## config.mk

```make
export PLATFORM = sky130hd
export DESIGN_NAME = gen_cla_decomposed_block_flat
export DESIGN_NICKNAME = d
export VERILOG_FILES = /design/src/rtl/gen_cla_decomposed_block_if.sv /design/src/rtl/gen_cla_decomposed_block.sv /design/src/flat_wrapper.sv
export SDC_FILE = /design/constraint.sdc
export NUM_CORES = 1
export LEC_CHECK = 0
export CAP_MARGIN = 5
export CORE_UTILIZATION = 30
export CTS_BUF_LIST = sky130_fd_sc_hd__clkbuf_8
export DETAILED_ROUTE_END_ITERATION = 6
export GPL_TIMING_DRIVEN = 0
export PLACE_DENSITY = 0.57
export SLEW_MARGIN = 20
export SYNTH_ARGS = -nofsm -noshare
export SYNTH_HDL_FRONTEND = slang
export SYNTH_SLANG_ARGS = --single-unit
```

## constraint.sdc

```tcl
create_clock -name clk -period 0.8 [get_ports clk]
set_clock_uncertainty 0.05 [all_clocks]
set_input_delay 0.16 -clock clk [delete_from_list [all_inputs] [get_ports clk]]
set_output_delay 0.16 -clock clk [all_outputs]
set_load 0.02 [all_outputs]
```

## src/rtl/gen_cla_decomposed_block_if.sv

```systemverilog
// Operand/sum bundle for the decomposed carry-lookahead adder.
// The master drives the operands and the slave returns the registered sum.
interface gen_cla_decomposed_block_if #(
   parameter int NBIT = 16
);
   logic [NBIT-1:0] a;
   logic [NBIT-1:0] b;
   logic [NBIT-1:0] s;

   modport master (output a, output b, input s);
   modport slave  (input a, input b, output s);
endinterface

```

## src/rtl/gen_cla_decomposed_block.sv

```systemverilog
// Registered NBIT-bit adder. Every carry is formed directly from generate/propagate
// terms, with no ripple from the carry below it.
module gen_cla_decomposed_block #(
   parameter int NBIT = 16
) (
   input  logic                       clk,
   input  logic                       rst_n,
   gen_cla_decomposed_block_if.slave  bus
);
   // The top-bit generate would only feed the carry-out, which is dropped.
   logic [NBIT-2:0] g;
   logic [NBIT-1:0] p;
   logic [NBIT-1:0] c;
   logic [NBIT-1:0] s_next;

   assign g = bus.a[NBIT-2:0] & bus.b[NBIT-2:0];
   assign p = bus.a ^ bus.b;
   assign c[0] = 1'b0;

   genvar i, j;
   generate
      for (i = 1; i < NBIT; i++) begin : g_carry
         logic [i-1:0] term;
         for (j = 0; j < i; j++) begin : g_term
            if (j == i - 1) begin : g_direct
               assign term[j] = g[j];
            end else begin : g_prop
               assign term[j] = g[j] & (&p[i-1:j+1]);
            end
         end
         // The product terms are mutually exclusive, so XOR merges them exactly as OR would.
         assign c[i] = ^term;
      end
   endgenerate

   assign s_next = p ^ c;

   always_ff @(posedge clk or negedge rst_n) begin
      if (!rst_n) begin
         bus.s <= '0;
      end else begin
         bus.s <= s_next;
      end
   end
endmodule

```

## src/flat_wrapper.sv

```systemverilog
// flat-port wrapper written by rule: the top's interface ports become plain ports
module gen_cla_decomposed_block_flat 
#(
   parameter int NBIT = 16
)
  (clk, rst_n, bus_a, bus_b, bus_s);
  gen_cla_decomposed_block_if #(.NBIT(NBIT)) bus_i ();
  input  logic clk;
  input  logic rst_n;
  input wire logic [$bits(bus_i.a)-1:0] bus_a;
  input wire logic [$bits(bus_i.b)-1:0] bus_b;
  output wire logic [$bits(bus_i.s)-1:0] bus_s;
  assign bus_i.a = bus_a;
  assign bus_i.b = bus_b;
  assign bus_s = bus_i.s;
  gen_cla_decomposed_block #(.NBIT(NBIT)) u_core (.clk(clk), .rst_n(rst_n), .bus(bus_i));
endmodule
```

**After elaboration in Yosys (flattened, before gate mapping)**

Cells that the tools add are included.

- Bits of input ports: 34
- Register bits after elaboration: 16
- Logic and storage cells: 214
- Output and inout bits: 16

- Bitwise logic cells: 108
- Reductions and logical operators: 105

Operators with widths:

| kind | number |
|---|---|
| bitwise AND 1 bit | 105 |
| AND reduction 7 bit | 8 |
| AND reduction 8 bit | 7 |
| AND reduction 6 bit | 9 |
| AND reduction 9 bit | 6 |
| AND reduction 10 bit | 5 |
| AND reduction 5 bit | 10 |
| AND reduction 11 bit | 4 |
| AND reduction 4 bit | 11 |
| AND reduction 12 bit | 3 |
| AND reduction 3 bit | 12 |
| bitwise XOR 16 bit | 2 |
| AND reduction 13 bit | 2 |
| AND reduction 2 bit | 13 |
| bitwise AND 15 bit | 1 |
| parity 15 bit | 1 |
| AND reduction 14 bit | 1 |
| parity 14 bit | 1 |
| parity 13 bit | 1 |
| parity 12 bit | 1 |
| parity 11 bit | 1 |
| parity 10 bit | 1 |
| parity 9 bit | 1 |
| parity 8 bit | 1 |
| other kinds (6) | 6 |

**Depth between registers and ports, before layout**

- Depth in word-level cells: 5
- Mapped depth: 9
- Mapped depth without buffers: 7

**Worst setup path after synthesis**

OpenSTA, ideal clock, no wires.

- Path type: input-to-reg
- From: in bus_b[1]
- To: reg u_core.bus.s[11]
- Buffers on the path: 0
- Data required time: 0.625 ns
- Cell stages on the path: 7
- Path slack: -1.316 ns
- Arrival: 1.941 ns
- Setup time: 0.125 ns
- Cells stage by stage: ha_1 -> a21boi_0 -> o2111ai_1 -> and3_1 -> o21ai_2 -> mux2_2 -> xnor2_1

- Word-level cells in the longest chain between the ends: 5
- Elaborated cells on any way between the ends: 7
- Classes of those cells: bitwise (5); reduce/logical (2)

Ends and longest elaborated chain:

| what | line | text |
|---|---|---|
| start: declaration | flat_wrapper.sv:11 | `input wire logic [$bits(bus_i.b)-1:0] bus_b;` |
| bitwise XOR 16 bit | gen_cla_decomposed_block.sv:17 | `assign p = bus.a ^ bus.b;` |
| AND reduction 10 bit | gen_cla_decomposed_block.sv:28 | `assign term[j] = g[j] & (&p[i-1:j+1]);` |
| bitwise AND 1 bit | gen_cla_decomposed_block.sv:28 |  |
| parity 11 bit * | gen_cla_decomposed_block.sv:32 | `assign c[i] = ^term;` |
| bitwise XOR 16 bit * | gen_cla_decomposed_block.sv:36 | `assign s_next = p ^ c;` |
| via u_core.s_next[11] | gen_cla_decomposed_block.sv:14 | `logic [NBIT-1:0] s_next;` |
| end signal: assignment | gen_cla_decomposed_block.sv:42 | `bus.s <= s_next;` |
| end: declaration | gen_cla_decomposed_block_if.sv:11 | `modport slave (input a, input b, output s);` |

Mark *: on every way through the listed nets, which the timed path passes. The rest lies on a longest branch.

**Worst setup path after layout**

- From: in bus_b[11]
- To: reg u_core.bus.s[15]

- Word-level cells in the longest chain between the ends: 5
- Elaborated cells on any way between the ends: 27
- Classes of those cells: bitwise (15); reduce/logical (12)

Ends and longest elaborated chain:

| what | line |
|---|---|
| bitwise XOR 16 bit | gen_cla_decomposed_block.sv:17 |
| AND reduction 14 bit, or another cell as far along | gen_cla_decomposed_block.sv:28 |
| bitwise AND 1 bit | gen_cla_decomposed_block.sv:28 |
| parity 15 bit * | gen_cla_decomposed_block.sv:32 |
| bitwise XOR 16 bit * | gen_cla_decomposed_block.sv:36 |
| via u_core.s_next[15] | gen_cla_decomposed_block.sv:14 |

Marks and branches as above.

==> impl_results.md <==
- Outcome: finished, violations left
- Violated checks: setup timing
- Worst EP required: approximately 890 ps
- RSZ-0062 raised after global routing: true
- Synth Register Bits: 16
- Final ANT Viol Nets: 0
- Setup TNS Final: -14130 ps
- Via-per-instance ratio: 5.101
- Register name with the most flops: u_core.bus.s
- DRT iter0 DRCs: approximately 70
- GRT overflow: 0
- Critical Path Fanout Max: 5
- Initial antenna violation count: 0
- Hold Vio Cnt, Final: 0
- Period utilization: 2.319
- Die Y: between 70 and 80 um
- CTS tree: built
- Startpoint Class: input port
- Final setup vio count: 31
- Layout Nets: roughly 340
- CTS buffer count: 3
- Largest registers: u_core.bus.s (16)
- Io pins: 50
- Initial Util: 0.3166
- Yosys cell types: 50
- Die X: approximately 79 um
- Top post-synthesis cells by area: dfrtp_1, ha_1, xnor2_1, xor2_1, xnor3_1
- Most frequent cell on the critical path: xor2_1
- Clock Sinks: 16
- Cells after Synth: around 190
- Arrival time at the worst endpoint: about 1900 ps
- Area Growth Syn to Fin: 93.45%
- Peak supply drop: 0.0006712 V
- Max incr delay on CP: about 400 ps
- Seq/Total Area, Yosys: 0.2255
- Dpl ws: -1885 ps
- Core ar.: 5608 sq um
- Die ar.: ~6200 sq um
- Fillers: between 400 and 500
- Inserted Diodes: 0
- CP top delay family: XOR/XNOR gates
- Leak: roughly 1.4 nW
- Hpwl dp: ~3400 um
- Synth top area share: 0.2255
- CTS max path bufs: 2
- Most frequent cells in the layout: buf_6, buf_4, dfrtp_1
- Largest net degree at the start of global routing: 17
- Post-synthesis cell area: 1775 sq um
- Setup WS post-layout: -1055 ps
- CP Cell Sequence: buf_2, ha_4, buf_4, and4_4, nand4_1, xor2_1, nor2b_1, xnor3_1, xor2_1
- Most common cell after layout, fill and taps aside: buf_6
- Vias in the first global route: roughly 1900
- Type of element capturing the critical path: flop
- P per Cell Area: around 1300 nW/um^2
- Max-cap violation count: 0
- Yosys top cell by area: dfrtp_1
- Gr usage total: 0.1793
- Syn Area/Cell: roughly 9.5 sq um
- Worst Path Buf+Inv: 2
- Post-route DRC: 0
- CTS Hold Buffers Added: 0
- Vias: approximately 1800
- Slew @ Worst Pin: about 760 ps
- First-pass GRT wire length: around 8700 um
- Crit Path Class: input port to flop
- Top FF cell, synth: dfrtp_1
- Share of layout cells above drive strength 1: 0.6479
- DRT Pass-1 Iters: 4
- Max-slew violations: 0
- Fmax: 0.5390 GHz
- Routability-driven placement congestion ratio: roughly 0.84
- Syn_nets: around 240
- Root buf cell: clkbuf_8
- Drt total wl: 5432 um
- Post-synth ARST share: 1.000
- Hold Path Class: input port to async pin
- Count of input and output buffers: 49
- Clk slew on worst S/H paths: roughly 70 ps
- EDFF count, synth: 0
- Slew HR: 0.4942
- CP max stage cell: xnor3_1
- Min Clock Period, post-route: ~1900 ps
- Largest register FFs: 16
- Routed length per instance: approximately 15 um
- Yosys warning total: 0
- H-tree Lvls: 1
- Core Rows: 27
==> routing by layer <==
| layer | part of all wire | track usage | vias to the layer above |
|---|---|---|---|
| li1 | - | - | 873 |
| met1 | 0.43 | 0.2330 | 894 |
| met2 | 0.51 | 0.3113 | 43 |
| met3 | 0.042 | 0.01954 | 6 |
| met4 | 0.012 | 0.05455 | 0 |
| met5 | 0 | 0 | - |
==> final timing paths <==
check                      startpoint                to  slack (ps)  depth (start not counted)
max in group asynchronous       rst_n   u_core.bus.s[3]         190                          1
hold / removal                  rst_n  u_core.bus.s[10]          30                          1
setup / recovery            bus_b[11]  u_core.bus.s[15]       -1060                          9
min in group clk             bus_a[0]   u_core.bus.s[0]          70                          2
==> cell usage after synthesis (2+ instances only) <==
| cell | number |
|---|---|
| and3b_1 | 2 |
| and3_2 | 2 |
| nor3b_1 | 3 |
| nand4_1 | 4 |
| o211ai_1 | 5 |
| nand3_1 | 6 |
| a211oi_1 | 2 |
| nor2_1 | 6 |
| a21bo_2 | 3 |
| inv_1 | 8 |
| a21oi_1 | 4 |
| xor2_1 | 12 |
| and2_1 | 2 |
| buf_4 | 5 |
| nor3_1 | 4 |
| nand4b_1 | 3 |
| mux2i_1 | 3 |
| o2111ai_1 | 7 |
| nand2_1 | 8 |
| dfrtp_1 | 16 |
| and3_1 | 2 |
| nand3b_1 | 4 |
| clkbuf_1 | 2 |
| buf_6 | 2 |
| a21o_1 | 2 |
| and4_1 | 3 |
| and2_2 | 2 |
| a21boi_0 | 3 |
| o21ai_0 | 5 |
| ha_1 | 15 |
| xnor3_1 | 3 |
| xnor2_1 | 20 |
==> through the flow <==
step | cell area, sq um | power (W) | utilization | instances | hold WS (ps)
after detailed placement | 2608 | 0.003106 | 0.4650 | 307 | 612.2
final | 3435 | 0.004575 | 0.6125 | 356 | 34.82
after global placement | 2608 | 0.003085 | 0.4650 | 307 | 614.5
after global routing | 3435 | 0.004842 | 0.6125 | 356 | 53.78
after CTS | 3182 | 0.004363 | 0.5674 | 352 | 62.01
after floorplan | 2027 | 0.002338 | - | 186 | -185.6
==> report_power, final <==
part	internal (W)	total (W)	switching, W
sequential	0.00100	0.00109	0.0000851
combinational	0.00154	0.00275	0.00121
clock	0.000437	0.000735	0.000298
total	0.00298	0.00457	0.00159
==> layout make-up <==
cell class	instances	area [sq um]	share of cell area
multi-input cells	152	1857	0.5406
repair buffers	103	991.0	0.2885
flip-flops and latches	16	400.4	0.1166
well taps	72	90.09	0.02623
clock buffers	4	55.05	0.01603
inverters	8	30.03	0.008743
plain buffers	1	11.26	0.003279
==> timing repair <==
item,in CTS,in global routing
endpoints found under the setup margin,47,31
setup buffers,47,10
pin swaps,53,41
resized for setup,244,42
hold endpoints to repair,0,0
==> logic make-up (layout without fill, tap and decap cells) <==
logic type | count (synthesis) | in the layout | share of synthesized area
adder cells (fa/ha/maj) | 16 | 16 | 0.1170
buffers and inverters | 18 | 116 | 0.05779
multiplexers | 5 | 5 | 0.03594
AND/OR/NAND/NOR | 60 | 60 | 0.2121
AO/OA/AOI/OAI | 35 | 35 | 0.1466
XOR/XNOR | 36 | 36 | 0.2051
flip-flops | 16 | 16 | 0.2255
Note: power is estimated with default switching activity, not from simulation.
